==> config.mk <==
export PLATFORM = sky130hd
export DESIGN_NAME = biu_prefetch_queue
export DESIGN_NICKNAME = d
export VERILOG_FILES = /design/src/rtl/biu_prefetch_queue.sv
export SDC_FILE = /design/constraint.sdc
export NUM_CORES = 1
export LEC_CHECK = 0
export CELL_PAD_IN_SITES_DETAIL_PLACEMENT = 1
export CELL_PAD_IN_SITES_GLOBAL_PLACEMENT = 2
export CORE_MARGIN = 8
export CORE_UTILIZATION = 29
export CTS_CLUSTER_SIZE = 30
export DETAILED_ROUTE_END_ITERATION = 6
export PLACE_DENSITY = 0.67
export SYNTH_ARGS = -nofsm -noshare
export SYNTH_HDL_FRONTEND = slang
export SYNTH_SLANG_ARGS = --single-unit
==> constraint.sdc <==
create_clock -name clk -period 6.85 [get_ports clk]
set_input_delay 1.7125 -clock clk [delete_from_list [all_inputs] [get_ports clk]]
set_output_delay 1.7125 -clock clk [all_outputs]
set_load 0.005 [all_outputs]
==> src/rtl/biu_prefetch_queue.sv <==
// biu_prefetch_queue: code prefetch FIFO between the BIU bus-cycle logic and the EU.
// Launches byte fetches at CS:fetch_ip while enough slots are free, hands bytes to
// the EU through valid/pop, and on a flush empties the queue and restarts at a new IP.
// A fetch that is in flight when a flush arrives is completed and its byte discarded.
module biu_prefetch_queue #(
  parameter int unsigned DEPTH        = 6,
  parameter int unsigned FETCH_THRESH = 2,
  parameter int unsigned CW           = $clog2(DEPTH + 1)
) (
  input  logic          clk,
  input  logic          rst,
  input  logic [15:0]   cs_in,
  input  logic          flush,
  input  logic [15:0]   flush_ip,
  output logic          fetch_req,
  output logic [19:0]   fetch_addr,
  input  logic          fetch_ack,
  input  logic [7:0]    fetch_data,
  output logic          q_valid,
  output logic [7:0]    q_data,
  input  logic          q_pop,
  output logic [CW-1:0] q_count,
  output logic [15:0]   fetch_ip
);

  localparam int unsigned PW = (DEPTH > 1) ? $clog2(DEPTH) : 1;
  localparam int unsigned FW = CW + 1;
  localparam logic [FW-1:0] DEPTH_F  = FW'(DEPTH);
  localparam logic [FW-1:0] THRESH_F = FW'(FETCH_THRESH);
  localparam logic [PW-1:0] PTR_LAST = PW'(DEPTH - 1);

  typedef enum logic [1:0] {
    ST_IDLE  = 2'd0,
    ST_FETCH = 2'd1,
    ST_DROP  = 2'd2
  } state_t;

  state_t        r_state;
  state_t        w_state_nxt;
  logic [7:0]    r_mem [DEPTH];
  logic [PW-1:0] r_head;
  logic [PW-1:0] r_tail;
  logic [CW-1:0] r_count;
  logic [15:0]   r_fetch_ip;
  logic [19:0]   r_fetch_addr;
  logic          r_fetch_req;

  logic [PW-1:0] w_head_nxt;
  logic [PW-1:0] w_tail_nxt;
  logic [CW-1:0] w_count_nxt;
  logic [15:0]   w_ip_nxt;
  logic [19:0]   w_addr_nxt;
  logic          w_wr_en;

  logic          w_pop_ok;
  logic [FW-1:0] w_free_now;
  logic [FW-1:0] w_count_ack;
  logic [FW-1:0] w_free_post;
  logic [15:0]   w_ip_inc;
  logic [19:0]   w_addr_cur;
  logic [19:0]   w_addr_inc;

  // Circular pointer advance, wrapping at DEPTH
  function automatic logic [PW-1:0] ptr_inc(input logic [PW-1:0] p);
    return (p == PTR_LAST) ? '0 : p + PW'(1);
  endfunction

  // Free-slot arithmetic and physical address formation (20-bit wrap)
  assign w_pop_ok    = q_pop && (r_count != '0);
  assign w_free_now  = DEPTH_F - {1'b0, r_count};
  assign w_count_ack = {1'b0, r_count} + FW'(1) - FW'(w_pop_ok);
  assign w_free_post = DEPTH_F - w_count_ack;
  assign w_ip_inc    = r_fetch_ip + 16'd1;
  assign w_addr_cur  = {cs_in, 4'h0} + {4'h0, r_fetch_ip};
  assign w_addr_inc  = {cs_in, 4'h0} + {4'h0, w_ip_inc};

  // Next-state, queue bookkeeping and fetch sequencing; flush overrides everything
  always_comb begin
    w_state_nxt = r_state;
    w_head_nxt  = r_head;
    w_tail_nxt  = r_tail;
    w_count_nxt = r_count;
    w_ip_nxt    = r_fetch_ip;
    w_addr_nxt  = r_fetch_addr;
    w_wr_en     = 1'b0;

    if (flush) begin
      w_head_nxt  = '0;
      w_tail_nxt  = '0;
      w_count_nxt = '0;
      w_ip_nxt    = flush_ip;
      case (r_state)
        ST_FETCH: w_state_nxt = fetch_ack ? ST_IDLE : ST_DROP;
        ST_DROP:  w_state_nxt = fetch_ack ? ST_IDLE : ST_DROP;
        default:  w_state_nxt = ST_IDLE;
      endcase
    end else begin
      if (w_pop_ok) begin
        w_head_nxt = ptr_inc(r_head);
      end
      case (r_state)
        ST_IDLE: begin
          if (w_free_now >= THRESH_F) begin
            w_state_nxt = ST_FETCH;
            w_addr_nxt  = w_addr_cur;
          end
        end
        ST_FETCH: begin
          if (fetch_ack) begin
            w_wr_en    = 1'b1;
            w_tail_nxt = ptr_inc(r_tail);
            w_ip_nxt   = w_ip_inc;
            if (w_free_post >= THRESH_F) begin
              w_addr_nxt = w_addr_inc;
            end else begin
              w_state_nxt = ST_IDLE;
            end
          end
        end
        ST_DROP: begin
          if (fetch_ack) begin
            w_state_nxt = ST_IDLE;
          end
        end
        default: w_state_nxt = ST_IDLE;
      endcase
      w_count_nxt = r_count + CW'(w_wr_en) - CW'(w_pop_ok);
    end
  end

  // State, pointers, counters and registered request outputs
  always_ff @(posedge clk or posedge rst) begin
    if (rst) begin
      r_state      <= ST_IDLE;
      r_head       <= '0;
      r_tail       <= '0;
      r_count      <= '0;
      r_fetch_ip   <= '0;
      r_fetch_addr <= '0;
      r_fetch_req  <= 1'b0;
    end else begin
      r_state      <= w_state_nxt;
      r_head       <= w_head_nxt;
      r_tail       <= w_tail_nxt;
      r_count      <= w_count_nxt;
      r_fetch_ip   <= w_ip_nxt;
      r_fetch_addr <= w_addr_nxt;
      r_fetch_req  <= (w_state_nxt != ST_IDLE);
    end
  end

  // Byte storage; only accepted fetch data is written, at the tail
  always_ff @(posedge clk or posedge rst) begin
    if (rst) begin
      for (int unsigned i = 0; i < DEPTH; i++) begin
        r_mem[PW'(i)] <= '0;
      end
    end else if (w_wr_en) begin
      r_mem[r_tail] <= fetch_data;
    end
  end

  assign fetch_req  = r_fetch_req;
  assign fetch_addr = r_fetch_addr;
  assign fetch_ip   = r_fetch_ip;
  assign q_count    = r_count;
  assign q_valid    = (r_count != '0);
  assign q_data     = r_mem[r_head];

endmodule
==> impl_metrics.json, run 1 <==
{
  "fin_crit_sh": 0.639,
  "root_buffer": "clkbuf_16",
  "overflow": 0,
  "rsz0062_at_grt": "false",
  "grt.total_usage": 0.131,
  "status": "complete, no violations",
  "p_per_area_nw_per_um2": 329,
  "clock_path_buffers": 2,
  "route.detailed.drc": 0,
  "drive_gt1_frac": 0.141,
  "peakVddDrop_v": 0.000136,
  "area_growth_pct": 26.8,
  "htree_levels": 3,
  "die_area_sq_um": 23200,
  "grt_pass1_vias": 4263,
  "ant_nets": 0,
  "fmax_ghz": 0.229,
  "setup-tns-final_ps": 0,
  "relSlewSlack": 0.272,
  "die-height_um": 152,
  "synth_top_area_cell": "dfrtp_1",
  "floorplan.initialDensity": 0.292,
  "hold_buffers": 0,
  "cts-buffers-inserted": 9,
  "grt_max_degree": 58,
  "pre_cts_slack_ps": 2250,
  "cp_data_arrival_time_ps": 2660,
  "worst_setup_path_start_kind": "flip-flop",
  "synth_edf_count": 0,
  "yosysSeqAreaShare": 0.446,
  "rows": 50,
  "fin_nets": 661,
  "async_reset_ff_frac": 1.00,
  "wirelength_um": 14700,
  "cp.required_ps": 5140,
  "diodes": 0,
  "ys_warn_count": 0,
  "path_class": "reg2out",
  "cts.sinks": 96,
  "layout_common_cells": "96 x dfrtp_1, 93 x clkdlybuf4s50_1, 65 x nand2_1",
  "grt_pass1_wl_um": 24200,
  "ioPinCount": 94,
  "ys_top_cells_by_area": "dfrtp_1 45%, mux2_2 10%, ha_1 5.6%",
  "syn_inst": 507,
  "vias_per_cell": 4.87,
  "dp_hpwl_um": 11100,
  "finalWorstPathRequiredPeriod_ps": 4370,
  "ys.flop_type": "dfrtp_1",
  "first_pass_iters": 4,
  "end_kind": "output port",
  "vias": 4037,
  "cap_violations": 0,
  "post_cts_buffers": 0,
  "ff2ff_path_depth": 11,
  "synth.cell_area_sq_um": 5390,
  "ys_ff_latch": 96,
  "setup_ws_ps": 2480,
  "worstHoldStart": "fetch_addr[5]",
  "rrSetupSlack_ps": 3350,
  "clkSlewWorstSetupHoldPaths_ps": 70,
  "final_common_cell": "dfrtp_1",
  "worstHoldEndpoint": "fetch_addr[5]",
  "clk-insertion-delay-late_ps": 350,
  "gp_congestion": 0.751,
  "synth_cell_types": 51,
  "setup_violations": 0,
  "cp_max_fo": 18,
  "drtIter0Drc": 171,
  "fp.dieW_um": 152,
  "hold_depth": 2,
  "cts_tree": "yes",
  "finalHoldViolations": 0,
  "power.leakage_uw": 0.00296,
  "synth_nets": 578,
  "r2r_start": "r_state[1]",
  "grt_antenna_before_repair": 0,
  "wl_per_cell_um": 17.7,
  "core_sq_um": 18500,
  "cts.repair.resized": 0,
  "syn-mean-instance-area_sq_um": 10.6,
  "hp-class": "reg2reg",
  "fin_hold_ws_ps": 479,
  "portBuffers": 93,
  "drv_slew": 0,
  "worst_pin_slew_ps": 1090,
  "finalClockSkew_ps": 6.22,
  "synth_top_area_frac": 0.446,
  "timing.rr.end": "fetch_addr[18]"
}
report_power, final:
part           internal, uW  leakage, uW  switching [uW]
Clock                   300     0.000157             239
Combinational           490      0.00156             377
Sequential              712      0.00125             132
Yosys cell counts (all sizes together) (3+ instances only):
master and count:
ha 24, buf 12, nor3 6, inv 23
o22ai 11, xnor2 21, nand2b 4, and2 6
nand2 65, a211oi 3, mux2i 10, dfrtp 96
nand3 15, o21ai 33, nand4 10, nor2b 4
nor2 16, or4 5, mux2 48, clkbuf 11
o211ai 6, xor2 23, a21oi 14, a31o 3
mux4 8, a21o 7
per-layer routing:
| metal | routed length (um) | share of wire | vias to the layer above | GRT usage |
|---|---|---|---|---|
| met2 | 6790 | 0.46 | 54 | 0.201 |
| li1 | - | - | 1975 | - |
| met1 | 7240 | 0.49 | 1999 | 0.181 |
| met5 | 0 | 0 | - | 0 |
| met4 | 159 | 0.011 | 0 | 0.0357 |
| met3 | 518 | 0.035 | 9 | 0.0301 |
final cells by class:
type / instances / area, sq um
Timing Repair Buffer: 95 / 946
Fill cell: 2034 / 11600
Inverter: 23 / 87.6
Tap cell: 234 / 293
Multi-Input combinational cell: 365 / 2790
Clock inverter: 6 / 75.1
Clock buffer: 10 / 239
Sequential cell: 96 / 2400
flip-flops by register name, indices dropped and copies added, names as in the netlist:
signal / count
r_mem: 48
r_tail: 3
q_count: 3
r_state: 2
fetch_req: 1
fetch_addr: 20
fetch_ip: 16
r_head: 3
cells by family after synthesis:
kind of cell,share of synthesized area
simple gates,0.128
flops,0.446
compound gates,0.103
mux,0.152
buf+inv,0.0364
xor+xnor,0.0715
fa+ha+maj,0.0631
critical path, stage by stage (launching register included):
cell	delay [ps]
dfrtp_1	1070
mux4_2	620
inv_1	70
o22ai_1	70
clkdlybuf4s50_1	470
worst max-delay path by stage:
stage | start | end | slack, ps | depth (start not counted)
after floorplan | rst | fetch_addr[0] | 2630 | 1
after global placement | q_pop | fetch_addr[19] | 2300 | 10
after detailed placement | q_pop | fetch_addr[17] | 2250 | 10
after CTS | r_head[0] | q_data[4] | 2390 | 4
after global routing | r_head[0] | q_data[2] | 2270 | 4
final | r_head[0] | q_data[4] | 2480 | 4
stage by stage:
step / instances / utilization / total power (uW) / area [sq um]
floorplan: 507 / - / 1340 / 5390
global placement: 813 / 0.353 / 1720 / 6520
detailed placement: 813 / 0.353 / 1750 / 6520
CTS: 829 / 0.370 / 2300 / 6830
global route: 829 / 0.370 / 2420 / 6830
finish: 829 / 0.370 / 2250 / 6830
Power figures use the tool's default switching activity.
==> run 2, diff against run 1 <==
--- a/config.mk
+++ b/config.mk
@@ -11,7 +11,7 @@
 export CORE_UTILIZATION = 29
 export CTS_CLUSTER_SIZE = 30
 export DETAILED_ROUTE_END_ITERATION = 6
-export PLACE_DENSITY = 0.67
+export PLACE_DENSITY = 0.7
 export SYNTH_ARGS = -nofsm -noshare
 export SYNTH_HDL_FRONTEND = slang
 export SYNTH_SLANG_ARGS = --single-unit
==> constraint.sdc (replaced) <==
create_clock -name clk -period 3.6 [get_ports clk]
set_input_delay 0.9 -clock clk [delete_from_list [all_inputs] [get_ports clk]]
set_output_delay 0.9 -clock clk [all_outputs]
set_load 0.005 [all_outputs]
==> run 2 against run 1 <==
Cell count increased by 1.2%. Core utilization increased by 0.58 points. Global-route usage increased by 0.17 points. Via count increased by 1.8%. Critical endpoint is now fetch_addr[14].
==> impl_metrics.json, run 2 (synthesis gave the netlist of run 1 again) <==
{
  "relSlewSlack": 0.490,
  "top_register": "r_mem",
  "grt_antenna_before_repair": 0,
  "vias_per_cell": 4.90,
  "portBuffers": 93,
  "finalWorstPathRequiredPeriod_ps": 3230,
  "placed_area_sq_um": 6610,
  "worst_setup_path_start_kind": "flip-flop",
  "clock_path_buffers": 2,
  "cts.sinks": 96,
  "path_class": "reg2reg",
  "top_layer": "met4",
  "layout_common_cells": "96 x dfrtp_1, 93 x clkdlybuf4s50_1, 65 x nand2_1",
  "dp_hpwl_um": 11400,
  "wl_met3_um": 401,
  "grt_max_degree": 97,
  "fin_crit_sh": 0.898,
  "cp_data_arrival_time_ps": 3460,
  "cp_max_fo": 6,
  "post_cts_buffers": 0,
  "wirelength_um": 15000,
  "first_pass_iters": 4,
  "diodes": 0,
  "grt_pass1_vias": 4647,
  "gp_congestion": 0.808,
  "clkSlewWorstSetupHoldPaths_ps": 70,
  "fin_nets": 671,
  "fp.dieW_um": 152,
  "ioPinCount": 94,
  "cts_tree": "yes",
  "p_per_area_nw_per_um2": 634,
  "clk-insertion-delay-late_ps": 350,
  "status": "complete, no violations",
  "root_buffer": "clkbuf_16",
  "rsz0062_at_grt": "false",
  "utilization": 0.376,
  "setup-tns-final_ps": 0,
  "finalClockSkew_ps": 6.38,
  "setup_violations": 0,
  "drtIter0Drc": 194,
  "floorplan.initialDensity": 0.292,
  "grt.total_usage": 0.133,
  "drive_gt1_frac": 0.157,
  "drv_slew": 0,
  "largest_reg_flops": 48,
  "grt_pass1_wl_um": 24900,
  "cts-buffers-inserted": 9,
  "finalHoldViolations": 0,
  "htree_levels": 3,
  "die-height_um": 152,
  "overflow": 0,
  "wl_met1_um": 6990,
  "route.detailed.drc": 0,
  "final_common_cell": "dfrtp_1",
  "cp.required_ps": 3820,
  "fmax_ghz": 0.309,
  "end_kind": "flip-flop",
  "final_cell_area_sq_um": 6940,
  "hp-class": "reg2reg",
  "wl_met2_um": 7470,
  "vias": 4108,
  "die_area_sq_um": 23200,
  "peakVddDrop_v": 0.000231,
  "cap_violations": 0,
  "power.leakage_uw": 0.00302,
  "ant_nets": 0,
  "wl_per_cell_um": 17.9,
  "core_sq_um": 18500,
  "worst_pin_slew_ps": 755,
  "area_growth_pct": 28.8,
  "rows": 50
}
run 2: cell types whose count changed in the layout (fill, tap and decap cells not counted):
cell	before	now
buf_12	0	1
a2111oi_1	0	1
clkinv_4	1	0
inv_6	1	2
clkbuf_8	1	0
inv_8	2	1
a2111oi_0	1	0
buf_4	2	11
clkinvlp_4	0	1
nor3_2	0	1
nor3_1	6	5
bufinv_16	1	2
run 2: worst paths after layout:
| path | from | endpoint | cells after the start | slack (ps) |
|---|---|---|---|---|
| setup / recovery | fetch_ip[0] | fetch_addr[14] | 11 | 370 |
| hold / removal | fetch_addr[10] | fetch_addr[10] | 2 | 490 |
| setup reg to reg | fetch_ip[0] | fetch_addr[14] | 11 | 370 |
| hold reg to reg | fetch_addr[10] | fetch_addr[10] | 2 | 490 |
| max in group asynchronous | rst | q_count[2] | 3 | 2220 |
| min in group asynchronous | rst | fetch_ip[15] | 3 | 1010 |
run 2: final cells by class:
class	count	area, sq um
well taps	234	293
repair buffers	105	1030
clock buffers	9	225
flip-flops and latches	96	2400
fillers	2016	11500
multi-input cells	365	2800
clock inverters	7	101
inverters	23	87.6
run 2: per-layer routing:
metal	track usage	vias up
li1	-	1976
met1	0.167	2074
met2	0.228	49
met3	0.0241	9
met4	0.0371	0
met5	0	-
run 2: report_power, final:
group	leakage, uW	switching, uW	internal, uW
Clock	0.000158	437	618
Combinational	0.00161	792	985
Sequential	0.00125	208	1360
run 2: critical path, cell delays in order, from the launching register on:
cell and delay [ps]:
dfrtp_1 470, ha_1 230, and3_1 230, and2_1 240
nand4_1 140, xnor2_1 160, ha_1 340, a21oi_1 330
o211ai_2 210, a2111oi_1 500, or4_1 200, nand3_1 70
run 2: through the flow:
step | setup WS [ps] | power (uW) | hold WS, ps | std cells
2_1_floorplan | 195 | 2540 | 470 | 507
3_3_place_gp | 236 | 3330 | 461 | 823
3_5_place_dp | 159 | 3400 | 475 | 823
4_1_cts | 282 | 4490 | 491 | 839
5_1_grt | 78.6 | 4720 | 512 | 839
6_report | 367 | 4400 | 486 | 839
run 2: timing repair:
action,4_1_cts,5_1_grt
endpoints found under the setup margin,0,1
gates resized for setup,0,2
hold buffers,0,0
==> run 3, diff against run 2 <==
--- a/config.mk
+++ b/config.mk
@@ -8,10 +8,12 @@
 export CELL_PAD_IN_SITES_DETAIL_PLACEMENT = 1
 export CELL_PAD_IN_SITES_GLOBAL_PLACEMENT = 2
 export CORE_MARGIN = 8
-export CORE_UTILIZATION = 29
+export CORE_UTILIZATION = 30
 export CTS_CLUSTER_SIZE = 30
 export DETAILED_ROUTE_END_ITERATION = 6
-export PLACE_DENSITY = 0.7
+export GPL_ROUTABILITY_DRIVEN = 0
+export HOLD_SLACK_MARGIN = 0.12
+export PLACE_DENSITY = 0.72
 export SYNTH_ARGS = -nofsm -noshare
 export SYNTH_HDL_FRONTEND = slang
 export SYNTH_SLANG_ARGS = --single-unit
==> run 3 against run 2 <==
Die area decreased by 3.0%. Maximum frequency decreased by 1.8%. Non-clock buffer count increased by 2. Routed wire length about the same. Combinational power about the same. Clock skew about the same. Critical path depth unchanged. Via count decreased by 0.15%. Worst setup slack got worse by 59 ps. Critical path type unchanged. Critical endpoint is now fetch_addr[18]. Highest routed layer unchanged.
==> impl_metrics.json, run 3 (synthesis gave the netlist of run 1 again) <==
{
  "rows": 49,
  "layout_common_cells": "96 x dfrtp_1, 93 x clkdlybuf4s50_1, 65 x nand2_1",
  "drive_gt1_frac": 0.165,
  "ioPinCount": 94,
  "cts_tree": "yes",
  "multi_input_comb_area_sq_um": 2810,
  "hp-class": "reg2reg",
  "ant_nets": 0,
  "critical_path_depth": 11,
  "relSlewSlack": 0.422,
  "grt_pass1_vias": 4611,
  "status": "complete, no violations",
  "critPathBufInv": 0,
  "clock_path_buffers": 2,
  "area_growth_pct": 28.4,
  "grt_max_degree": 40,
  "drtIter0Drc": 150,
  "wirelength_um": 15000,
  "diodes": 0,
  "clkSlewWorstSetupHoldPaths_ps": 70,
  "cts-buffers-inserted": 9,
  "final_common_cell": "dfrtp_1",
  "drv_slew": 0,
  "clk-insertion-delay-late_ps": 350,
  "fill_cells": 1983,
  "path_class": "reg2reg",
  "vias_per_cell": 4.91,
  "crit_chain": "ha_1 -> and3_1 -> and2_1 -> nand4_1 -> xnor2_1 -> ha_1 -> a21oi_2 -> o211ai_2 -> a2111oi_2 -> o31ai_1 -> a31oi_1",
  "hold_buffers": 0,
  "die-height_um": 150,
  "setup_ws_ps": 308,
  "ff2ff_path_depth": 11,
  "fin_hold_ws_ps": 482,
  "htree_levels": 3,
  "cap_violations": 0,
  "cp.required_ps": 3870,
  "cpMostUsedCell": "ha_1",
  "critPathMaxStageDelay_ps": 480,
  "hold_depth": 2,
  "grt_antenna_before_repair": 0,
  "fp.dieW_um": 150,
  "vias": 4102,
  "fin_crit_sh": 0.914,
  "core_sq_um": 17800,
  "floorplan.initialDensity": 0.303,
  "setup-tns-final_ps": 0,
  "p_per_area_nw_per_um2": 621,
  "overflow": 0,
  "setup_violations": 0,
  "power.leakage_uw": 0.00301,
  "cp_data_arrival_time_ps": 3570,
  "portBuffers": 93,
  "largest_reg_flops": 48,
  "critical_path.slowest_cell": "a2111oi_2",
  "top_register": "r_mem",
  "end_kind": "flip-flop",
  "root_buffer": "clkbuf_16",
  "wl_per_cell_um": 18.0,
  "finalWorstPathRequiredPeriod_ps": 3290,
  "finalClockSkew_ps": 6.20,
  "grt_pass1_wl_um": 25100,
  "regArea_sq_um": 2400,
  "die_area_sq_um": 22500,
  "peakVddDrop_v": 0.000310,
  "rsz0062_at_grt": "false",
  "route.detailed.drc": 0,
  "fin_nets": 673,
  "cts.sinks": 96,
  "critical_path.top_delay_family": "compound AO/OA/AOI/OAI gates",
  "worst_setup_path_start_kind": "flip-flop",
  "pre_cts_slack_ps": 134,
  "cp_max_fo": 6,
  "finalHoldViolations": 0,
  "fmax_ghz": 0.304,
  "dp_hpwl_um": 11600,
  "first_pass_iters": 4,
  "grt.total_usage": 0.141,
  "worst_pin_slew_ps": 855
}
run 3: cell count changes in the layout (fill, tap and decap cells not counted), sizes merged:
cell    previous run  this run
clkinv             2         3
bufinv             2         0
buf               12        14
inv               25        26
run 3: path summary, 6_finish.rpt:
path | start | endpoint | slack, ps
min in group asynchronous | rst | fetch_addr[1] | 970
min reg2reg | fetch_addr[11] | fetch_addr[11] | 480
max in group asynchronous | rst | r_mem[36] | 1850
max | fetch_ip[0] | fetch_addr[18] | 310
min | fetch_addr[11] | fetch_addr[11] | 480
max reg2reg | fetch_ip[0] | fetch_addr[18] | 310
run 3: final cells by class:
cell class	instances	area share
Timing Repair Buffer	107	0.150
Tap cell	229	0.0414
Inverter	23	0.0127
Sequential cell	96	0.347
Clock buffer	9	0.0325
Clock inverter	7	0.0105
Multi-Input combinational cell	365	0.406
run 3: routing by layer:
layer | routed length (um) | vias up | track usage
met1 | 6830 | 2036 | 0.179
met2 | 7320 | 61 | 0.234
met3 | 547 | 17 | 0.0293
li1 | - | 1988 | -
met4 | 338 | 0 | 0.0495
met5 | 0 | - | 0
run 3: power breakdown:
group / switching [uW] / internal, uW
Combinational: 773 / 980
Sequential: 227 / 1350
Clock: 471 / 491
run 3: tightest hold or removal path, stage by stage, from the launching register on:
cell and delay [ps]:
dfrtp_1 340, nand2_1 50, o21ai_0 60
run 3: metrics by stage:
| stage | instances | util | area [sq um] | total power [uW] |
|---|---|---|---|---|
| final | 836 | 0.389 | 6920 | 4300 |
| after global routing | 836 | 0.389 | 6920 | 4640 |
| after CTS | 836 | 0.388 | 6900 | 4370 |
| after detailed placement | 820 | 0.371 | 6600 | 3390 |
| after global placement | 820 | 0.371 | 6600 | 3310 |
| after floorplan | 507 | - | 5390 | 2540 |
run 3: timing repair:
item	4_1_cts	5_1_grt
buffers inserted	0	0
setup endpoints to repair	0	6
resized for setup	0	5
